$ cat src/rtl/control_defs.sv
// Shared opcode and control-word definitions for the 8-bit computer sequencer.
package control_defs;

  localparam int unsigned CW_WIDTH = 16;
  localparam int unsigned OP_WIDTH = 4;

  localparam logic [OP_WIDTH-1:0] OP_NOP = 4'h0;
  localparam logic [OP_WIDTH-1:0] OP_LDA = 4'h1;
  localparam logic [OP_WIDTH-1:0] OP_ADD = 4'h2;
  localparam logic [OP_WIDTH-1:0] OP_SUB = 4'h3;
  localparam logic [OP_WIDTH-1:0] OP_STA = 4'h4;
  localparam logic [OP_WIDTH-1:0] OP_LDI = 4'h5;
  localparam logic [OP_WIDTH-1:0] OP_JMP = 4'h6;
  localparam logic [OP_WIDTH-1:0] OP_JC  = 4'h7;
  localparam logic [OP_WIDTH-1:0] OP_JZ  = 4'h8;
  localparam logic [OP_WIDTH-1:0] OP_OUT = 4'hE;
  localparam logic [OP_WIDTH-1:0] OP_HLT = 4'hF;

  // Control-word bit positions
  localparam int unsigned CW_HLT = 15;
  localparam int unsigned CW_MI  = 14;
  localparam int unsigned CW_RI  = 13;
  localparam int unsigned CW_RO  = 12;
  localparam int unsigned CW_IO  = 11;
  localparam int unsigned CW_II  = 10;
  localparam int unsigned CW_AI  = 9;
  localparam int unsigned CW_AO  = 8;
  localparam int unsigned CW_EO  = 7;
  localparam int unsigned CW_SU  = 6;
  localparam int unsigned CW_BI  = 5;
  localparam int unsigned CW_OI  = 4;
  localparam int unsigned CW_CE  = 3;
  localparam int unsigned CW_CO  = 2;
  localparam int unsigned CW_J   = 1;
  localparam int unsigned CW_FI  = 0;

endpackage

$ cat src/rtl/control_rom.sv
// Microcode ROM: (opcode, step, flags) -> control word and last step of the opcode.
module control_rom
  import control_defs::*;
#(
  parameter int unsigned STEP_WIDTH = 3
) (
  input  logic [OP_WIDTH-1:0]   opcode_i,
  input  logic [STEP_WIDTH-1:0] step_i,
  input  logic                  flag_c_i,
  input  logic                  flag_z_i,
  output logic [CW_WIDTH-1:0]   cw_o,
  output logic [STEP_WIDTH-1:0] last_step_o
);

  // Final micro-step per opcode; unlisted opcodes behave as NOP
  always_comb begin
    last_step_o = STEP_WIDTH'(1);
    case (opcode_i)
      OP_NOP:                                       last_step_o = STEP_WIDTH'(1);
      OP_LDA, OP_STA:                               last_step_o = STEP_WIDTH'(3);
      OP_ADD, OP_SUB:                               last_step_o = STEP_WIDTH'(4);
      OP_LDI, OP_JMP, OP_JC, OP_JZ, OP_OUT, OP_HLT: last_step_o = STEP_WIDTH'(2);
      default:                                      last_step_o = STEP_WIDTH'(1);
    endcase
  end

  // Control word decode; flags only matter in T2 for conditional jumps
  always_comb begin
    cw_o = '0;
    case (step_i)
      STEP_WIDTH'(0): begin
        cw_o[CW_CO] = 1'b1;
        cw_o[CW_MI] = 1'b1;
      end
      STEP_WIDTH'(1): begin
        cw_o[CW_RO] = 1'b1;
        cw_o[CW_II] = 1'b1;
        cw_o[CW_CE] = 1'b1;
      end
      STEP_WIDTH'(2): begin
        case (opcode_i)
          OP_LDA, OP_ADD, OP_SUB, OP_STA: begin
            cw_o[CW_IO] = 1'b1;
            cw_o[CW_MI] = 1'b1;
          end
          OP_LDI: begin
            cw_o[CW_IO] = 1'b1;
            cw_o[CW_AI] = 1'b1;
          end
          OP_JMP: begin
            cw_o[CW_IO] = 1'b1;
            cw_o[CW_J]  = 1'b1;
          end
          OP_JC: begin
            cw_o[CW_IO] = flag_c_i;
            cw_o[CW_J]  = flag_c_i;
          end
          OP_JZ: begin
            cw_o[CW_IO] = flag_z_i;
            cw_o[CW_J]  = flag_z_i;
          end
          OP_OUT: begin
            cw_o[CW_AO] = 1'b1;
            cw_o[CW_OI] = 1'b1;
          end
          OP_HLT:  cw_o[CW_HLT] = 1'b1;
          default: cw_o = '0;
        endcase
      end
      STEP_WIDTH'(3): begin
        case (opcode_i)
          OP_LDA: begin
            cw_o[CW_RO] = 1'b1;
            cw_o[CW_AI] = 1'b1;
          end
          OP_ADD, OP_SUB: begin
            cw_o[CW_RO] = 1'b1;
            cw_o[CW_BI] = 1'b1;
          end
          OP_STA: begin
            cw_o[CW_AO] = 1'b1;
            cw_o[CW_RI] = 1'b1;
          end
          default: cw_o = '0;
        endcase
      end
      STEP_WIDTH'(4): begin
        if (opcode_i == OP_ADD || opcode_i == OP_SUB) begin
          cw_o[CW_EO] = 1'b1;
          cw_o[CW_AI] = 1'b1;
          cw_o[CW_FI] = 1'b1;
          cw_o[CW_SU] = (opcode_i == OP_SUB);
        end
      end
      default: cw_o = '0;
    endcase
  end

endmodule

$ cat src/rtl/control_unit.sv
// Microcode sequencer: step counter, halt latch, reset gating and strobe unpacking.
module control_unit
  import control_defs::*;
#(
  parameter int unsigned DATA_WIDTH = 8,
  parameter int unsigned STEP_WIDTH = 3
) (
  input  logic                  i_clk,
  input  logic                  i_reset,
  input  logic                  i_clke,
  input  logic [DATA_WIDTH-1:0] i_instr,
  input  logic                  i_flag_c,
  input  logic                  i_flag_z,
  output logic [STEP_WIDTH-1:0] o_step,
  output logic                  o_halted,
  output logic                  o_hlt,
  output logic                  o_mi,
  output logic                  o_ri,
  output logic                  o_ro,
  output logic                  o_io,
  output logic                  o_ii,
  output logic                  o_ai,
  output logic                  o_ao,
  output logic                  o_eo,
  output logic                  o_su,
  output logic                  o_bi,
  output logic                  o_oi,
  output logic                  o_ce,
  output logic                  o_co,
  output logic                  o_j,
  output logic                  o_fi
);

  logic [STEP_WIDTH-1:0] step_q, step_d;
  logic                  halted_q, halted_d;
  logic [OP_WIDTH-1:0]   opcode;
  logic [CW_WIDTH-1:0]   rom_cw, cw;
  logic [STEP_WIDTH-1:0] last_step;
  logic                  unused_instr_bits;

  assign opcode            = i_instr[DATA_WIDTH-1 -: OP_WIDTH];
  assign unused_instr_bits = ^i_instr[DATA_WIDTH-OP_WIDTH-1:0];

  control_rom #(.STEP_WIDTH(STEP_WIDTH)) u_rom (
    .opcode_i    (opcode),
    .step_i      (step_q),
    .flag_c_i    (i_flag_c),
    .flag_z_i    (i_flag_z),
    .cw_o        (rom_cw),
    .last_step_o (last_step)
  );

  // Step / halt registers with synchronous reset
  always_ff @(posedge i_clk) begin
    if (i_reset) begin
      step_q   <= '0;
      halted_q <= 1'b0;
    end else begin
      step_q   <= step_d;
      halted_q <= halted_d;
    end
  end

  // Next step: wrap after the opcode's last step, freeze while halted
  always_comb begin
    step_d   = step_q;
    halted_d = halted_q;
    if (i_clke && !halted_q) begin
      if (step_q == last_step) begin
        step_d = '0;
      end else begin
        step_d = step_q + STEP_WIDTH'(1);
      end
      if (step_q == STEP_WIDTH'(2) && opcode == OP_HLT) begin
        halted_d = 1'b1;
        step_d   = '0;
      end
    end
  end

  // Strobe gating: reset clears everything, halt leaves only HLT
  always_comb begin
    cw = rom_cw;
    if (halted_q) begin
      cw         = '0;
      cw[CW_HLT] = 1'b1;
    end
    if (i_reset) begin
      cw = '0;
    end
  end

  assign o_step   = step_q;
  assign o_halted = halted_q;

  assign o_hlt = cw[CW_HLT];
  assign o_mi  = cw[CW_MI];
  assign o_ri  = cw[CW_RI];
  assign o_ro  = cw[CW_RO];
  assign o_io  = cw[CW_IO];
  assign o_ii  = cw[CW_II];
  assign o_ai  = cw[CW_AI];
  assign o_ao  = cw[CW_AO];
  assign o_eo  = cw[CW_EO];
  assign o_su  = cw[CW_SU];
  assign o_bi  = cw[CW_BI];
  assign o_oi  = cw[CW_OI];
  assign o_ce  = cw[CW_CE];
  assign o_co  = cw[CW_CO];
  assign o_j   = cw[CW_J];
  assign o_fi  = cw[CW_FI];

endmodule
$ cat config.mk
export PLATFORM = sky130hd
export DESIGN_NAME = control_unit
export DESIGN_NICKNAME = d
export VERILOG_FILES = /design/src/rtl/control_defs.sv /design/src/rtl/control_rom.sv /design/src/rtl/control_unit.sv
export SDC_FILE = /design/constraint.sdc
export NUM_CORES = 1
export LEC_CHECK = 0
export ABC_AREA = 0
export CORE_AREA = 2 2 48 50
export DETAILED_ROUTE_END_ITERATION = 10
export DIE_AREA = 0 0 50 52
export GPL_ROUTABILITY_DRIVEN = 0
export GPL_TIMING_DRIVEN = 0
export PLACE_DENSITY = 0.77
export SYNTH_ARGS = -nofsm -noshare
export SYNTH_HDL_FRONTEND = slang
export SYNTH_HIERARCHICAL = 1
export SYNTH_SLANG_ARGS = --single-unit
export TNS_END_PERCENT = 5
$ cat constraint.sdc
create_clock -name i_clk -period 2.2 [get_ports i_clk]
set_input_delay 0.44 -clock i_clk [delete_from_list [all_inputs] [get_ports i_clk]]
set_output_delay 0.44 -clock i_clk [all_outputs]
set_load 0.005 [all_outputs]
# Word level (Yosys, flattened, before mapping)
# Memories as Yosys holds them, arrays and structs flattened.
# Cells that the tools add are included.
[totals] mem_count=1 mem_bits_ro=48 word_cells=58 ff_bits=4 out_inout_bits=20 in_bits=13
[mem_list] name="(no name shown)" words=16 word_bits=3 rd=1 rd_ports_with_merged_regs=0 wr=0 line_no="control_rom.sv:18" source="case (opcode_i)"
[op_classes] add_sub_neg=1 muxes=29 n_eq_ne=15 n_reduce_logical=10
[op_table] op="16-bit two-way mux" n=2
[op_table] op="4-bit by 3-bit == test with 1-bit output, second input constant" n=4
[op_table] op="1-bit two-way mux" n=16
[op_table] op="4-bit == test, second input constant" n=3
[op_table] op="1-bit case mux with 3 select lines" n=3
[op_table] op="4-bit by 2-bit == test with 1-bit output, second input constant" n=2
[op_table] op="3-bit by 2-bit == test with 1-bit output, second input constant" n=2
[op_table] op="3-bit two-way mux" n=2
[op_table] op="1-bit case mux with 2 select lines" n=3
[op_table] op="6-bit OR reduction" n=1
[op_table] op="4-bit by 1-bit == test with 1-bit output, second input constant" n=1
[op_table] op="2-bit two-way mux" n=2
[op_table] op="2-bit case mux with 2 select lines" n=1
[op_table] op="4-bit OR reduction" n=1
[op_table] op="3-bit by 1-bit adder with 3-bit output, second input constant" n=1
[op_table] op="3-bit by 1-bit == test with 1-bit output, second input constant" n=1
[op_table] op="3-bit == test" n=1
[op_table] op="3-bit == test, second input constant" n=1
[op_table] op="3-bit zero test" n=1
[op_table] op="3-bit OR reduction" n=1
[op_table] op="1-bit logical AND" n=2
[op_table] op="2-bit AND reduction" n=1
[op_table] op="2-bit OR reduction" n=1
[op_table] op="1-bit zero test" n=1
[op_table] op="1-bit logical OR" n=1

# Depth between registers and ports, before layout
# Gate-level depths: netlist of the first run.
[logic_depth] depth_word=6 ltp_mapped=8 mapped_depth_nobuf=7

# By module
# Netlist of the first run, hierarchy kept.
[by_module_without_submodules] module="control_unit" cells_per_inst=46 instances=1 area_per_inst_um2=351.6 seq_area_each_um2=80.1
[by_module_without_submodules] module="control_rom" cells_per_inst=53 instances=1 area_per_inst_um2=341.6 seq_area_each_um2=0.0

# Worst setup path before layout of the first run
# No wires, ideal clock.
[synth_timing] path_type="input port to flip-flop" from="input i_instr[6]" to="register step_q[1], in the netlist o_step[1]" t_arrival_ns=1.830 slack_ns=0.301 n_path_buf=1 path_stages=8 t_required_ns=2.130 path_cell_list="buf_6 -> nor4b_4 -> a21oi_1 -> o21ai_0 -> xor2_1 -> nor3_1 -> or4_1 -> a21oi_1"
[synth_via] elab_chain_len=4 word_cells_on_any_way=6
[synth_lines] element="from (decl)" line_no="control_unit.sv:11" source="input logic [DATA_WIDTH-1:0] i_instr,"
[synth_lines] element="memory 16 x 3 bit"
[synth_lines] element="named net last_step[1]" line_no="control_unit.sv:38" source="logic [STEP_WIDTH-1:0] last_step;"
[synth_lines] element="3-bit == test" line_no="control_unit.sv:69" source="if (step_q == last_step) begin"
[synth_lines] element="3-bit two-way mux" line_no="control_unit.sv:69"
[synth_lines] element="3-bit two-way mux" line_no="control_unit.sv:74" source="if (step_q == STEP_WIDTH'(2) && opcode == OP_HLT) begin"
[synth_lines] element="to (signal assigned)" line_no="control_unit.sv:59" source="step_q <= step_d;"
[synth_lines] element="to (decl)" line_no="control_unit.sv:34" source="logic [STEP_WIDTH-1:0] step_q, step_d;"
# The timed path passes the listed nets, and every way through them passes these cells.
# A chain may end at the register's enable or synchronous reset.

# Worst setup path in the final report of the first run
[layout_timing] from="input i_instr[5]" to="output o_su"
[layout_via] elab_chain_len=6 word_cells_on_any_way=7
[layout_lines] element="4-bit by 2-bit == test with 1-bit output, on equally long branches" line_no="control_rom.sv:88, control_rom.sv:92"
[layout_lines] element="1-bit logical OR" line_no="control_rom.sv:88" source="if (opcode_i == OP_ADD || opcode_i == OP_SUB) begin"
[layout_lines] element="2-bit two-way mux *" line_no="control_rom.sv:88"
[layout_lines] element="2-bit two-way mux *"
[layout_lines] element="named net rom_cw[6]" line_no="control_unit.sv:37" source="logic [CW_WIDTH-1:0] rom_cw, cw;"
[layout_lines] element="16-bit two-way mux *" line_no="control_unit.sv:84" source="if (halted_q) begin"
[layout_lines] element="16-bit two-way mux *" line_no="control_unit.sv:88" source="if (i_reset) begin"
[layout_lines] element="to (decl)" line_no="control_unit.sv:25" source="output logic o_su,"
# The timed path passes the listed nets; every way through them passes the cells marked *.

==> results of run 1 <==
## cell type report
| cell class | instances | area (µm²) |
|---|---|---|
| Clock buffer | 3 | 22.5 |
| Inverter | 3 | 11.3 |
| Multi-Input combinational cell | 83 | 562 |
| Sequential cell | 4 | 83.8 |
| Timing Repair Buffer | 34 | 327 |
| Fill cell | 196 | 978 |
| Buffer | 9 | 86.3 |
| Tap cell | 28 | 35.0 |
## cells in the final DEF (no fill, tap or decap), types with 2 or more instances in the layout
cell type	count
clkbuf_4	5
o21ai_1	2
inv_1	3
nand2_2	2
ha_1	2
xor2_1	4
clkdlybuf4s15_1	3
and2_1	16
dfxtp_2	3
dlymetal6s2s_1	4
buf_6	5
nor3_1	4
clkdlybuf4s50_1	13
buf_4	8
nand2_1	6
or4_1	2
dlygate4sd2_1	5
a21oi_1	10
nor2_1	10
clkdlybuf4s15_2	2
## cell usage after synthesis (2+ instances only)
library cell / count
and2_1: 16
nor2_1: 12
a21oi_1: 10
nand2_1: 6
dfxtp_1: 4
nor3_1: 4
xor2_1: 4
buf_4: 3
inv_1: 3
and3_1: 2
buf_2: 2
buf_6: 2
ha_1: 2
nand2_2: 2
nor2b_1: 2
o21ai_0: 2
or4_1: 2
## per-stage QoR
stage | worst slack (ns) | hold WS, ns | utilization
after CTS | -0.142 | 0.498 | 0.516
final | -0.0657 | 0.500 | 0.535
after floorplan | 0.301 | 0.507 | -
after global routing | -0.147 | 0.542 | 0.535
after detailed placement | -0.544 | 0.534 | 0.479
after global placement | -0.523 | 0.526 | 0.479
## routing by layer
layer  vias to the layer above  routed length (µm)  GRT usage
li1                        416                   -          -
met3                         4                  68     0.0201
met4                         0                  31     0.0972
met2                        20                 979      0.248
met1                       381                 801      0.178
met5                         -                   0          0
## worst register-to-register path: stages (launching register included)
cell     delay (ns)
dfxtp_2        0.39
inv_1          0.06
ha_1           0.27
or4_1          0.51
a21oi_1        0.14
## worst min-delay path by stage
stage | slack, ns | cells past startpoint | from | end
floorplan | 0.51 | 2 | o_step[1]$_SDFFE_PP0P_ | o_step[1]$_SDFFE_PP0P_
global placement | 0.53 | 2 | o_halted$_SDFFE_PP0P_ | o_halted$_SDFFE_PP0P_
detailed placement | 0.53 | 2 | o_halted$_SDFFE_PP0P_ | o_halted$_SDFFE_PP0P_
CTS | 0.50 | 2 | o_step[1]$_SDFFE_PP0P_ | o_step[1]$_SDFFE_PP0P_
global route | 0.54 | 2 | o_step[1]$_SDFFE_PP0P_ | o_step[1]$_SDFFE_PP0P_
finish | 0.50 | 2 | o_step[1]$_SDFFE_PP0P_ | o_step[1]$_SDFFE_PP0P_
## flip-flops by register name, summed over array words and instances, names as in the netlist
name      count
o_halted      1
o_step        3
## kinds of logic after synthesis
| kind of cell | after synthesis | share of synthesized area |
|---|---|---|
| xor+xnor | 4 | 0.0505 |
| flops | 4 | 0.116 |
| buf+inv | 12 | 0.108 |
| fa+ha+maj | 2 | 0.0361 |
| simple gates | 59 | 0.525 |
| compound gates | 18 | 0.164 |
## timing repair
item                                    4_1_cts  5_1_grt
endpoints found under the setup margin       18       10
buffers inserted                              4        2
resized for setup                            34       10
endpoints found under the hold margin         0        0
pin swaps                                     3        6
## power by group
group          leakage [nW]  internal (mW)  switching (mW)
Combinational         0.501         0.0875          0.0708
Sequential           0.0338         0.0777         0.00781
Clock                0.0138         0.0612          0.0330
Total                 0.548          0.226           0.112
==> impl_metrics.json, run 1 <==
{
  "rrSetupSlack_ns": 0.76,
  "ys_seq_elements": 4,
  "yosys_warnings": 6,
  "setup-tns-final_ns": -0.129,
  "arrival_ns": 1.83,
  "clock_sinks": 4,
  "mappedNetlistArea_um2": 693,
  "drt_first_pass_iters": 4,
  "end_kind": "output pin",
  "syn-instance-count": 99,
  "hold_violations": 0,
  "io_buffers": 28,
  "drv_cap": 0,
  "status": "complete, but fails checks",
  "drcViolationCount": 0,
  "synthesis.nets": 114,
  "syn_area_per_cell_um2": 7.00,
  "path_buf_inv": 2,
  "ir_drop_mv": 0.209,
  "max_clock_freq_ghz": 0.441,
  "cp_top_family": "buffers and inverters",
  "crit_chain": "clkdlybuf4s15_2 -> nor3b_4 -> and3_4 -> and2_1 -> and2_1 -> clkdlybuf4s50_1",
  "cts_made_buffers": 3,
  "clk_latency_ns": 0.24,
  "violations": "negative setup slack",
  "slew_headroom": 0.736,
  "dr_total_vias": 821,
  "startpoint": "i_instr[5]",
  "synth_cell_types": 38,
  "grt_max_degree": 13,
  "design_area_um2": 1130,
  "timing.rr.end": "o_step[1]$_SDFFE_PP0P_",
  "core_area_um2": 2110,
  "antenna_found_initial": 0,
  "dp.cells": 155,
  "grt_usage": 0.149,
  "rsz0062_at_grt": "yes",
  "dieArea_um2": 2600,
  "root_buffer": "clkbuf_4",
  "seq_area_frac_synth": 0.116,
  "synth_top_area_cell": "and2_1",
  "start_util": 0.329,
  "cp-start-kind": "input pin",
  "path_depth": 6,
  "ant_nets": 0,
  "htreeDepth": 1,
  "critPathKind": "in2out",
  "min_period_ns": 2.27,
  "drive_gt1_frac": 0.265,
  "drt_iter0_markers": 16,
  "synth_edf_count": 0,
  "cts_buffer_depth": 2,
  "synth_async_sr_flop_share": 0,
  "p_total_uw": 338,
  "final_cell_count_no_fill": 164,
  "final_nets": 153,
  "rr_startpoint": "o_step[0]$_SDFFE_PP0P_",
  "required_ns": 1.76,
  "vias_per_cell": 5.01,
  "dp_hpwl_um": 1370,
  "syn2layout_area_growth_pct": 62.6,
  "die_y_um": 52,
  "grt_pass1_vias": 765,
  "die_x_um": 50,
  "placed_cell_area_um2": 1010,
  "overflow": 0,
  "clk_pin_slew_ns": 0.04,
  "wl_um": 1880,
  "num_rows": 17,
  "synth.area.top_cells": "and2_1 14%, dfxtp_1 12%, a21oi_1 7.2%",
  "crit_path_end": "o_su",
  "holdCritPathClass": "reg2reg",
  "ctsHoldBuffers": 0,
  "power.density_nw_per_um2": 300,
  "cpMostUsedCell": "and2_1",
  "yosysTopAreaCellShare": 0.144,
  "synthFlopType": "dfxtp_1",
  "setup_viol": 3,
  "finalCritPeriodShare": 1.03,
  "diodes": 0,
  "worstMarginPinSlew_ns": 0.395,
  "crit_fanout": 4,
  "fin_skew_ns": 0.000226,
  "reg2reg_depth": 4,
  "max_stage_delay_ns": 0.49,
  "setup_slack_ns": -0.0657,
  "tritoncts": "built",
  "ios": 33,
  "wl_per_cell_um": 11.5,
  "final-max-slew-violation-count": 0,
  "grt_pass1_wl_um": 2990,
  "slowest_stage": "clkdlybuf4s50_1",
  "p_leak_nw": 0.548
}
Note: power is estimated with default switching activity, not from simulation.
==> run 2: changes to the inputs <==
- RECOVER_POWER: default -> 25
==> run 2 against run 1 <==
Compared with the run above:
- the run still ends with negative setup slack left
- combinational power about the same
- fmax about the same
- sequential power about the same
- critical path type unchanged
- critical endpoint unchanged
- largest power group unchanged
==> impl_metrics.json, run 2 (synthesis results as in run 1) <==
{
  "dp_hpwl_um": 1370,
  "wl_per_cell_um": 11.5,
  "setup_slack_ns": -0.0656,
  "diodes": 0,
  "drcViolationCount": 0,
  "start_util": 0.329,
  "design_area_um2": 1130,
  "crit_chain": "clkdlybuf4s15_2 -> nor3b_4 -> and3_4 -> and2_1 -> and2_1 -> clkdlybuf4s50_1",
  "finalCritPeriodShare": 1.03,
  "cts_made_buffers": 3,
  "drt_iter0_markers": 16,
  "final_cell_mix": "16 x and2_1, 12 x clkdlybuf4s50_1, 10 x nor2_1, 10 x a21oi_1, 8 x buf_4",
  "final-max-slew-violation-count": 0,
  "fin_skew_ns": 0.000226,
  "overflow": 0,
  "hold_violations": 0,
  "placed_cell_area_um2": 1010,
  "grt_max_degree": 13,
  "root_buffer": "clkbuf_4",
  "cp-start-kind": "input pin",
  "crit_fanout": 4,
  "max_stage_delay_ns": 0.49,
  "clockPowerShare": 0.279,
  "io_buffers": 28,
  "min_period_ns": 2.27,
  "drive_gt1_frac": 0.265,
  "drt_first_pass_iters": 4,
  "tritoncts": "built",
  "power.density_nw_per_um2": 299,
  "syn2layout_area_growth_pct": 62.6,
  "fillers": 196,
  "arrival_ns": 1.83,
  "rrSetupSlack_ns": 0.76,
  "dieArea_um2": 2600,
  "p_leak_nw": 0.551,
  "min_to": "o_step[1]$_SDFFE_PP0P_",
  "required_ns": 1.76,
  "grt_pass1_wl_um": 2990,
  "timing.rr.end": "o_step[1]$_SDFFE_PP0P_",
  "dr_total_vias": 821,
  "rr_startpoint": "o_step[0]$_SDFFE_PP0P_",
  "antenna_found_initial": 0,
  "num_rows": 17,
  "min_from": "o_step[1]$_SDFFE_PP0P_",
  "violations": "negative setup slack",
  "power_switching_share": 0.330,
  "wl_um": 1880,
  "vias_per_cell": 5.01,
  "max_clock_freq_ghz": 0.441,
  "slowest_stage": "clkdlybuf4s50_1",
  "worstMarginPinSlew_ns": 0.395,
  "ir_drop_mv": 0.209,
  "grt_usage": 0.149,
  "final_nets": 153,
  "whs_path_depth": 2,
  "end_kind": "output pin",
  "ant_nets": 0,
  "status": "complete, but fails checks",
  "die_y_um": 52,
  "die_x_um": 50,
  "drv_cap": 0,
  "htreeDepth": 1,
  "final_common_cell": "and2_1",
  "p_switching_uw": 111,
  "setup_viol": 3,
  "clk_pin_slew_ns": 0.04,
  "holdCritPathClass": "reg2reg",
  "reg2reg_depth": 4,
  "critPathKind": "in2out",
  "largest_register_ffs": 3,
  "cpMostUsedCell": "and2_1",
  "clk_latency_ns": 0.24,
  "slew_headroom": 0.736,
  "internal-power_uw": 226,
  "rsz0062_at_grt": "yes",
  "combPwrFrac": 0.467,
  "post-route-util": 0.535,
  "grt_pass1_vias": 765,
  "ios": 33,
  "core_area_um2": 2110,
  "seqPwrFrac": 0.253,
  "cts_buffer_depth": 2,
  "clock_sinks": 4
}
run 2: cell count changes in the layout (fill, tap and decap cells not counted), sizes merged:
cell,previous run,this run
clkdlybuf4s50,13,12
dlygate4sd3,0,1
run 2: timing repair:
item | CTS | global route
setup buffers | 4 | 2
endpoints found under the setup margin | 18 | 10
pin swaps | 3 | 6
hold buffers | 0 | 0
gates resized for setup | 34 | 10
run 2: cell type report:
class	count	area, µm²	area share
plain buffers	9	86.3	0.0766
clock buffers	3	22.5	0.0200
inverters	3	11.3	0.00999
multi-input cells	83	562	0.498
flip-flops and latches	4	83.8	0.0744
well taps	28	35.0	0.0311
repair buffers	34	327	0.290
run 2: layer usage:
layer | wire (µm) | vias to the layer above | global-route usage | part of all wire
met4 | 31 | 0 | 0.0972 | 0.016
met2 | 979 | 20 | 0.248 | 0.52
met3 | 68 | 4 | 0.0201 | 0.036
met5 | 0 | - | 0 | 0
li1 | - | 416 | - | -
met1 | 800 | 381 | 0.178 | 0.43
run 2: metrics by stage:
| stage | power (mW) | hold slack, ns | worst slack, ns | setup TNS [ns] | cells |
|---|---|---|---|---|---|
| after global routing | 0.360 | 0.541 | -0.147 | -0.565 | 164 |
| after detailed placement | 0.230 | 0.534 | -0.544 | -8.28 | 155 |
| after CTS | 0.340 | 0.498 | -0.142 | -0.574 | 162 |
| final | 0.337 | 0.498 | -0.0656 | -0.126 | 164 |
| after floorplan | 0.169 | 0.507 | 0.301 | 0 | 99 |
| after global placement | 0.225 | 0.526 | -0.523 | -7.78 | 155 |
run 2: worst max path at each step:
stage	startpoint	end	slack [ns]	depth (start not counted)
global placement	i_instr[5]	o_j	-0.52	7
detailed placement	i_instr[5]	o_j	-0.54	7
global route	i_instr[5]	o_su	-0.15	6
finish	i_instr[5]	o_su	-0.07	6
floorplan	i_instr[6]	o_step[1]$_SDFFE_PP0P_	0.30	8
CTS	i_instr[4]	o_mi	-0.14	7
run 2: power by group through the flow:
stage,Clock (mW),Sequential (mW),Combinational (mW)
final,0.0942,0.0855,0.158
after floorplan,0,0.0841,0.0846
after detailed placement,0,0.0855,0.144
after global routing,0.0997,0.0868,0.173
after CTS,0.0999,0.0857,0.154
after global placement,0,0.0851,0.140
run 2: critical path, delay by kind of cell:
kind	cells	cell delay, ns
buffers and inverters	2	0.71
AND/OR/NAND/NOR	4	0.68
==> run 3: changes to the inputs <==
- CTS_CLUSTER_DIAMETER: default -> 200
- MAX_ROUTING_LAYER: default -> met4
- PLACE_DENSITY: 0.77 -> 0.79
- clock period: 2.2 -> 1.9 ns (I/O delays scaled with it)
==> run 3 against run 2 <==
Compared with the run above:
- the run still ends with negative setup slack left
- sequential share of layout area shrank 0.094 points
- first-iteration DRC count is 69% lower
- utilization increased by 3.9 points
- critical endpoint is now o_ce
- clock-buffer cell count is the same
- cell count is 6.1% higher
- critical path type is now reg2out
- hold slack got worse by 0.088 ns
- critical path depth is 1 lower
- highest routed layer unchanged
==> impl_metrics.json, run 3 (synthesis results as in run 1) <==
{
  "max_clock_freq_ghz": 0.513,
  "hold_violations": 0,
  "setup-tns-final_ns": -0.140,
  "status": "complete, but fails checks",
  "ir_drop_mv": 0.270,
  "overflow": 0,
  "clk_latency_ns": 0.24,
  "power_switching_share": 0.337,
  "crit_chain": "buf_6 -> nand2b_1 -> nor2_2 -> and2_1 -> clkdlybuf4s50_1",
  "clock_sinks": 4,
  "final_nets": 163,
  "dp_hpwl_um": 1310,
  "crit_path_end": "o_ce",
  "slowest_stage": "clkdlybuf4s50_1",
  "power.density_nw_per_um2": 353,
  "io_buffers": 28,
  "rsz0062_at_grt": "yes",
  "drt_first_pass_iters": 4,
  "num_rows": 17,
  "reg2reg_depth": 4,
  "drcViolationCount": 0,
  "vias_per_cell": 4.95,
  "tritoncts": "built",
  "diodes": 0,
  "rr_startpoint": "o_step[1]$_SDFFE_PP0P_",
  "end_kind": "output pin",
  "final_cell_count_no_fill": 174,
  "antenna_found_initial": 0,
  "worstMarginPinSlew_ns": 0.452,
  "dr_total_vias": 861,
  "timing.rr.end": "o_step[1]$_SDFFE_PP0P_",
  "htreeDepth": 1,
  "combPwrFrac": 0.516,
  "setup_slack_ns": -0.0491,
  "ant_nets": 0,
  "clk_pin_slew_ns": 0.04,
  "grt_pass1_vias": 784,
  "placed_cell_area_um2": 1010,
  "fin_skew_ns": 0.00274,
  "seqPwrFrac": 0.226,
  "drt_iter0_markers": 5,
  "internal-power_uw": 283,
  "violations": "negative setup slack",
  "cts_made_buffers": 3,
  "design_area_um2": 1210,
  "cp-start-kind": "flip-flop",
  "ios": 33,
  "final_cell_mix": "18 x buf_4, 16 x and2_1, 8 x a21oi_1",
  "rrSetupSlack_ns": 0.40,
  "drive_gt1_frac": 0.411,
  "finalCritPeriodShare": 1.03,
  "arrival_ns": 1.57,
  "slew_headroom": 0.698,
  "setup_viol": 5,
  "critPathKind": "reg2out",
  "min_period_ns": 1.95,
  "holdCritPathClass": "in2reg",
  "p_leak_nw": 0.606,
  "final-max-slew-violation-count": 0,
  "syn2layout_area_growth_pct": 74.5,
  "p_switching_uw": 144,
  "core_area_um2": 2110,
  "die_y_um": 52,
  "ctsHoldBuffers": 0,
  "crit_fanout": 8,
  "dp.cells": 155,
  "root_buffer": "clkbuf_4",
  "clockPowerShare": 0.258,
  "grt_pass1_wl_um": 3400,
  "start_util": 0.329,
  "wl_per_cell_um": 12.1,
  "largest_register_ffs": 3,
  "drv_cap": 0,
  "cts_buffer_depth": 2,
  "final_common_cell": "buf_4",
  "grt_usage": 0.170,
  "die_x_um": 50,
  "post-route-util": 0.575,
  "max_stage_delay_ns": 0.50,
  "wl_um": 2100,
  "grt_max_degree": 13,
  "required_ns": 1.52,
  "dieArea_um2": 2600,
  "holdWs_ns": 0.410,
  "startpoint": "o_step[0]$_SDFFE_PP0P_"
}
[run 3: changes by cell type in the layout (fill, tap and decap cells not counted), sizes merged]
cell	delta
buf	+15
dlymetal6s2s	-1
clkdlybuf4s50	-6
clkbuf	+2
clkdlybuf4s15	-2
dlygate4sd2	+2
[run 3: layout make-up]
cell class / count / area (µm²)
Buffer: 9 / 98.8
Clock buffer: 3 / 22.5
Fill cell: 177 / 896
Inverter: 3 / 11.3
Multi-Input combinational cell: 83 / 593
Sequential cell: 4 / 88.8
Tap cell: 28 / 35.0
Timing Repair Buffer: 44 / 360
[run 3: stage by stage]
stage / setup slack (ns) / total power [mW]
2_1_floorplan: 0.0605 / 0.195
3_3_place_gp: -0.706 / 0.261
3_5_place_dp: -0.725 / 0.266
4_1_cts: -0.168 / 0.413
5_1_grt: -0.198 / 0.450
6_report: -0.0491 / 0.427
[run 3: critical path, delay by kind of cell (launching register included)]
family | cells | cell delay [ns]
flip-flops | 1 | 0.37
buffers and inverters | 2 | 0.64
AND/OR/NAND/NOR | 3 | 0.32
[run 3: worst min path at each step]
stage                                 startpoint                     end  slack [ns]  depth (start not counted)
after floorplan                          i_reset  o_step[0]$_SDFFE_PP0P_        0.45                          1
after global routing                     i_reset  o_step[0]$_SDFFE_PP0P_        0.44                          2
final                                    i_reset  o_step[2]$_SDFFE_PP0P_        0.41                          2
after CTS                 o_step[0]$_SDFFE_PP0P_  o_step[0]$_SDFFE_PP0P_        0.52                          2
after global placement     o_halted$_SDFFE_PP0P_   o_halted$_SDFFE_PP0P_        0.52                          2
after detailed placement   o_halted$_SDFFE_PP0P_   o_halted$_SDFFE_PP0P_        0.54                          2
[run 3: per-layer routing]
metal,up-vias,track usage,part of all wire
li1,435,-,-
met3,3,0.0230,0.051
met5,-,-,0
met4,0,0.0648,0.013
met1,395,0.185,0.39
met2,28,0.314,0.54
[run 3: what timing repair did]
item                       4_1_cts  5_1_grt
setup endpoints to repair       19       14
pin swaps                       11        2
resized for setup               69       12
cloned                           1        0
setup buffers                   11        4
hold endpoints to repair         0        0
[run 3: power groups by stage]
| stage | Sequential (mW) | Combinational, mW | Clock, mW |
|---|---|---|---|
| after CTS | 0.0973 | 0.203 | 0.112 |
| after detailed placement | 0.0992 | 0.166 | 0 |
| after global placement | 0.0985 | 0.162 | 0 |
| after global routing | 0.0976 | 0.239 | 0.114 |
| final | 0.0965 | 0.220 | 0.110 |
| after floorplan | 0.0974 | 0.0980 | 0 |
